===== src/rtl/spi_pkg.sv =====
// ------------------------------------------------------------------
// spi_pkg : shared types for the parametrised SPI master
// rev 1.0
// ------------------------------------------------------------------
`default_nettype none

package spi_pkg;

  typedef enum logic [1:0] {
    IDLE  = 2'd0,
    FRONT = 2'd1,
    SHIFT = 2'd2,
    BACK  = 2'd3
  } spi_state_t;

  typedef struct packed {
    logic cpol;
    logic cpha;
  } spi_mode_t;

  localparam spi_mode_t MODE0 = 2'b00;
  localparam spi_mode_t MODE1 = 2'b01;
  localparam spi_mode_t MODE2 = 2'b10;
  localparam spi_mode_t MODE3 = 2'b11;

endpackage

`default_nettype wire


===== src/rtl/spi_sclk_gen.sv =====
// ------------------------------------------------------------------
// spi_sclk_gen : half-period divider, lead/trail flag and SCLK driver
// rev 1.0
// ------------------------------------------------------------------
`default_nettype none

module spi_sclk_gen #(
  parameter int SCLK_DIV = 32
) (
  input  logic clk,
  input  logic rst,
  input  logic i_en,
  input  logic i_clr,
  input  logic i_shift,
  input  logic i_cpol,
  output logic o_tick,
  output logic o_lead,
  output logic o_sclk
);

  localparam int H  = SCLK_DIV / 2;
  localparam int CW = (H > 1) ? $clog2(H) : 1;

  logic [CW-1:0] r_cnt;
  logic          r_tick;
  logic          r_lead;
  logic          r_sclk;

  // Registered strobe: the first tick after enable lands H+1 cycles in.
  always_ff @(posedge clk or posedge rst) begin
    if (rst) begin
      r_cnt  <= '0;
      r_tick <= 1'b0;
    end else if (!i_en || i_clr) begin
      r_cnt  <= '0;
      r_tick <= 1'b0;
    end else begin
      r_tick <= (r_cnt == CW'(H - 1));
      r_cnt  <= (r_cnt == CW'(H - 1)) ? '0 : r_cnt + CW'(1);
    end
  end

  always_ff @(posedge clk or posedge rst) begin
    if (rst) begin
      r_lead <= 1'b1;
      r_sclk <= 1'b0;
    end else begin
      if (i_clr)
        r_lead <= 1'b1;
      else if (i_shift && r_tick)
        r_lead <= ~r_lead;

      if (!i_shift)
        r_sclk <= i_cpol;
      else if (r_tick)
        r_sclk <= ~r_sclk;
    end
  end

  assign o_tick = r_tick;
  assign o_lead = r_lead;
  assign o_sclk = r_sclk;

endmodule

`default_nettype wire


===== src/rtl/spi_mstr_param.sv =====
// ------------------------------------------------------------------
// spi_mstr_param : SPI master with runtime CPOL/CPHA and N slave selects
// rev 1.0
// ------------------------------------------------------------------
`default_nettype none

module spi_mstr_param
  import spi_pkg::*;
#(
  parameter  int DATA_W   = 16,
  parameter  int SCLK_DIV = 32,
  parameter  int N_SS     = 1,
  localparam int SS_W     = (N_SS > 1) ? $clog2(N_SS) : 1
) (
  input  logic              clk,
  input  logic              rst,
  input  logic              wrt,
  input  logic [DATA_W-1:0] cmd,
  input  logic [1:0]        mode,
  input  logic [SS_W-1:0]   ss_sel,
  input  logic              MISO,
  output logic              SCLK,
  output logic              MOSI,
  output logic [N_SS-1:0]   SS_n,
  output logic [DATA_W-1:0] rd_data,
  output logic              done,
  output logic              busy
);

  localparam int BW = $clog2(DATA_W) + 1;

  spi_state_t        r_state;
  spi_mode_t         r_mode;
  logic [DATA_W-1:0] r_shft;
  logic [BW-1:0]     r_bit;
  logic              r_miso;
  logic [N_SS-1:0]   r_ss_n;
  logic              r_done;
  logic              r_busy;

  logic              w_accept;
  logic              w_tick;
  logic              w_lead;
  logic              w_cpol;
  logic [N_SS-1:0]   w_ss_dec;

  assign w_accept = (r_state == IDLE) && wrt;
  // SCLK picks up the new polarity on the accept edge itself.
  assign w_cpol   = w_accept ? mode[1] : r_mode.cpol;

  always_comb begin
    w_ss_dec = '1;
    for (int i = 0; i < N_SS; i++)
      if (ss_sel == SS_W'(i)) w_ss_dec[i] = 1'b0;
  end

  spi_sclk_gen #(.SCLK_DIV(SCLK_DIV)) u_sclk (
    .clk     (clk),
    .rst     (rst),
    .i_en    (r_state != IDLE),
    .i_clr   (w_accept),
    .i_shift (r_state == SHIFT),
    .i_cpol  (w_cpol),
    .o_tick  (w_tick),
    .o_lead  (w_lead),
    .o_sclk  (SCLK)
  );

  always_ff @(posedge clk or posedge rst) begin
    if (rst) begin
      r_state <= IDLE;
      r_mode  <= MODE0;
      r_shft  <= '0;
      r_bit   <= '0;
      r_miso  <= 1'b0;
      r_ss_n  <= '1;
      r_done  <= 1'b0;
      r_busy  <= 1'b0;
    end else begin
      case (r_state)
        IDLE: if (wrt) begin
          r_shft  <= cmd;
          r_mode  <= spi_mode_t'(mode);
          r_ss_n  <= w_ss_dec;
          r_bit   <= '0;
          r_done  <= 1'b0;
          r_busy  <= 1'b1;
          r_state <= FRONT;
        end
        FRONT: if (w_tick) r_state <= SHIFT;
        SHIFT: if (w_tick) begin
          if (w_lead) begin
            if (!r_mode.cpha)
              r_miso <= MISO;
            else if (r_bit != '0)
              r_shft <= {r_shft[DATA_W-2:0], r_miso};
          end else begin
            if (!r_mode.cpha)
              r_shft <= {r_shft[DATA_W-2:0], r_miso};
            else
              r_miso <= MISO;
            r_bit <= r_bit + BW'(1);
            if (r_bit == BW'(DATA_W - 1)) r_state <= BACK;
          end
        end
        BACK: if (w_tick) begin
          // CPHA=1 still owes the last sampled bit.
          if (r_mode.cpha) r_shft <= {r_shft[DATA_W-2:0], r_miso};
          r_ss_n  <= '1;
          r_done  <= 1'b1;
          r_busy  <= 1'b0;
          r_state <= IDLE;
        end
        default: r_state <= IDLE;
      endcase
    end
  end

  assign MOSI    = r_shft[DATA_W-1];
  assign rd_data = r_shft;
  assign SS_n    = r_ss_n;
  assign done    = r_done;
  assign busy    = r_busy;

endmodule

`default_nettype wire


===== config.mk =====
export PLATFORM = sky130hd
export DESIGN_NAME = spi_mstr_param
export DESIGN_NICKNAME = d
export VERILOG_FILES = /design/src/rtl/spi_pkg.sv /design/src/rtl/spi_sclk_gen.sv /design/src/rtl/spi_mstr_param.sv
export SDC_FILE = /design/constraint.sdc
export NUM_CORES = 1
export LEC_CHECK = 0
export ABC_AREA = 1
export BUFFER_PORTS_ARGS = -buffer_cell sky130_fd_sc_hd__buf_2
export CORE_MARGIN = 8
export CORE_UTILIZATION = 50
export CTS_CLUSTER_SIZE = 16
export DETAILED_ROUTE_END_ITERATION = 7
export GPL_TIMING_DRIVEN = 0
export MAX_ROUTING_LAYER = met4
export PLACE_DENSITY = 0.78
export SKIP_CTS_REPAIR_TIMING = 1
export SLEW_MARGIN = 20
export SYNTH_ARGS = -nofsm -noshare
export SYNTH_HDL_FRONTEND = slang
export SYNTH_HIERARCHICAL = 1
export SYNTH_SLANG_ARGS = --single-unit

===== constraint.sdc =====
create_clock -name clk -period 2.2 [get_ports clk]
set_clock_uncertainty 0.1 [all_clocks]
set_input_delay 0.44 -clock clk [delete_from_list [all_inputs] [get_ports clk]]
set_output_delay 0.44 -clock clk [all_outputs]
set_load 0.05 [all_outputs]

==> flow_metrics.py <==
metrics = {
    "sta": {
        "maxSlewViolCount": 0,
        "relSlewSlack_pct": 59.8,
        "whs_ns": -0.0172,
        "setup_violations": 0,
        "hold_violations": 6,
        "period_needed_ns": 1.94,
        "finalSetupTns_ns": 0,
        "fin_ws_ns": 0.256,
        "min_period_over_period_pct": 88.4,
        "rsz0062_at_grt": "false",
        "worst_slew_pin_slew_ns": 0.602,
        "timing.fmax_mhz": 514,
    },
    "final_layout": {
        "syn_to_final_growth_pct": 18.9,
        "drive_gt1_share_pct": 24.1,
        "n_antenna_cell": 0,
        "nets": 347,
        "layout_common_cells": "111 x nand2_1, 47 x buf_2, 34 x dfrtp_1",
        "layout_commonest_cell": "nand2_1",
        "fill_cells": 371,
    },
    "drt": {
        "num_vias": 1797,
        "avgRoutedWirePerCell_um": 12.3,
        "routed_wl_um": 4500,
        "firstDrtPassIters": 4,
        "drt_iter0_markers": 103,
        "drc": 0,
        "vias_per_cell": 4.92,
        "ant_nets": 0,
    },
    "critical_path": {
        "crit_path_max_fanout": 10,
        "rr_worst_depth": 10,
        "crit_type": "reg2reg",
        "reg2reg_slack_ns": 0.26,
        "worstSetupEndpointType": "flip-flop",
        "cp-startpoint": "r_state[0]$_DFFE_PP0P_",
        "arrival_ns": 2.02,
        "r2r-end": "rd_data[8]$_DFFE_PP0P_",
        "cp-start-kind": "flip-flop",
        "crit_end": "rd_data[8]$_DFFE_PP0P_",
        "r2r-start": "r_state[0]$_DFFE_PP0P_",
        "cp.required_ns": 2.27,
    },
    "yosys": {
        "yosys_warnings": 6,
        "ys_seq_area_share_pct": 44.3,
        "ys_async_sr_fraction_pct": 100,
        "synth-main-ff-cell": "dfrtp_1",
        "synth.distinct_cells": 25,
        "synth_area_mm2": 0.00204,
        "yosys_register_bits": 36,
        "synthCells": 264,
        "synth_edf_count": 0,
        "syn_avg_cell_area_um2": 7.73,
        "syn_nets": 297,
    },
    "placed_design": {
        "place_hpwl_um": 3320,
        "dp_slack_ns": 0.297,
        "io_buffers": 43,
        "gp_congestion": 0.760,
    },
    "die": {
        "die_height_um": 79.9,
        "core_mm2": 0.00397,
        "initial_core_util_pct": 51.4,
        "ios": 44,
        "rows": 23,
        "dieArea_mm2": 0.00638,
        "fp.dieW_um": 79.9,
    },
    "status": {
        "status": "finished with violations",
        "violations": "negative hold slack",
    },
    "grt": {
        "grt_usage_pct": 15.0,
        "grt_overflow_total": 0,
        "grt_pass1_wl_um": 7510,
        "grt_max_degree": 30,
        "antenna_found_initial": 0,
        "grt_pass1_vias": 1737,
    },
    "pwr": {
        "ir_worst_vdd_uv": 676,
        "p_per_area_mw_per_mm2": 1740,
        "p_total_mw": 4.22,
        "leakage_nw": 1.36,
    },
    "clock_network": {
        "cts.sinks": 36,
        "h-tree-depth": 2,
        "cts_buffers": 5,
        "cts_tree": "yes",
        "clk_pin_slew_ns": 0.07,
        "cts_root_buf": "clkbuf_8",
        "cts_buffer_depth": 2,
        "clk_latency_ns": 0.29,
    },
    "hold_path": {
        "hold_class": "in2async",
    },
    "run": {
        "max_cap_violations": 0,
    },
}
-- critical path, stage by stage, from the launching register on --
cell	delay, ns
dfrtp_1	0.41
inv_1	0.08
ha_1	0.26
buf_6	0.17
inv_4	0.08
nor2_1	0.07
nor2_4	0.22
nand3_4	0.15
buf_6	0.17
nand2_1	0.05
nand2_1	0.05
-- stage by stage --
step / hold slack (ns) / instances / utilization [%] / instance area [um2]
3_3_place_gp: 0.282 / 357 / 58.4 / 2320
3_5_place_dp: 0.287 / 357 / 58.4 / 2320
4_1_cts: -0.0202 / 365 / 61.1 / 2430
6_report: -0.0172 / 365 / 61.1 / 2430
5_1_grt: 0.0123 / 365 / 61.1 / 2430
2_1_floorplan: 0.143 / 264 / - / 2040
-- cell usage after synthesis, types with 4 or more instances --
| master | count | area share (%) |
|---|---|---|
| dfrtp_1 | 34 | 42 |
| buf_6 | 4 | 2.2 |
| inv_1 | 23 | 4.2 |
| nor2_1 | 15 | 2.8 |
| a21oi_1 | 4 | 0.98 |
| nand2_1 | 111 | 20 |
| nand4_1 | 20 | 6.1 |
| o21ai_0 | 8 | 2.0 |
| nand3_1 | 8 | 2.0 |
| ha_1 | 10 | 6.1 |
| nor2_2 | 4 | 1.2 |
| buf_2 | 4 | 0.98 |
-- registers in the layout, indices dropped and copies added (netlist names) --
register	count
SS_n	1
busy	1
done	1
r_bit	5
r_miso	1
r_mode	2
r_state	2
rd_data	16
u_sclk/o_lead	1
u_sclk/o_sclk	1
u_sclk/o_tick	1
u_sclk/r_cnt	4
-- routing by layer --
layer,routed length [um],vias to the layer above,track usage [%]
met2,2100,42,24.3
li1,-,942,-
met5,0,-,-
met3,251,8,4.05
met4,80,0,5.82
met1,2060,805,17.2
-- cell families (layout without fill, tap and decap cells) --
logic type               after synthesis  after routing  synth area share (%)
AO/OA/AOI/OAI                         15             15                  3.80
XOR/XNOR                               1              1                 0.429
AND/OR/NAND/NOR                      167            167                  36.9
adder cells (fa/ha/maj)               10             10                  6.13
flip-flops                            36             36                  44.3
buffers and inverters                 35             86                  8.46
-- worst min path at each step --
stage	endpoint	cells past startpoint	slack [ns]
2_1_floorplan	u_sclk/o_sclk$_DFFE_PP0P_	1	0.14
3_3_place_gp	u_sclk/r_cnt[0]$_DFF_PP0_	2	0.28
3_5_place_dp	u_sclk/r_cnt[3]$_DFF_PP0_	2	0.29
4_1_cts	u_sclk/r_cnt[0]$_DFF_PP0_	2	-0.02
5_1_grt	u_sclk/r_cnt[0]$_DFF_PP0_	2	0.01
6_report	u_sclk/r_cnt[0]$_DFF_PP0_	2	-0.02
-- where the power goes --
| part | internal (mW) | total [mW] | leakage [nW] | switching, mW |
|---|---|---|---|---|
| sequential | 0.927 | 1.11 | 0.456 | 0.179 |
| combinational | 0.744 | 2.56 | 0.846 | 1.81 |
| clock | 0.336 | 0.561 | 0.0552 | 0.225 |
| total | 2.01 | 4.22 | 1.36 | 2.22 |
-- final cells by class --
| type | count | area, um2 | share of cell area (%) |
|---|---|---|---|
| Multi-Input combinational cell | 193 | 965 | 39.8 |
| Sequential cell | 36 | 903 | 37.2 |
| Timing Repair Buffer | 43 | 215 | 8.87 |
| Inverter | 26 | 100 | 4.13 |
| Clock buffer | 6 | 72.6 | 2.99 |
| Buffer | 9 | 72.6 | 2.99 |
| Tap cell | 50 | 62.6 | 2.58 |
| Clock inverter | 2 | 35.0 | 1.44 |
(Power assumes the default switching activity.)
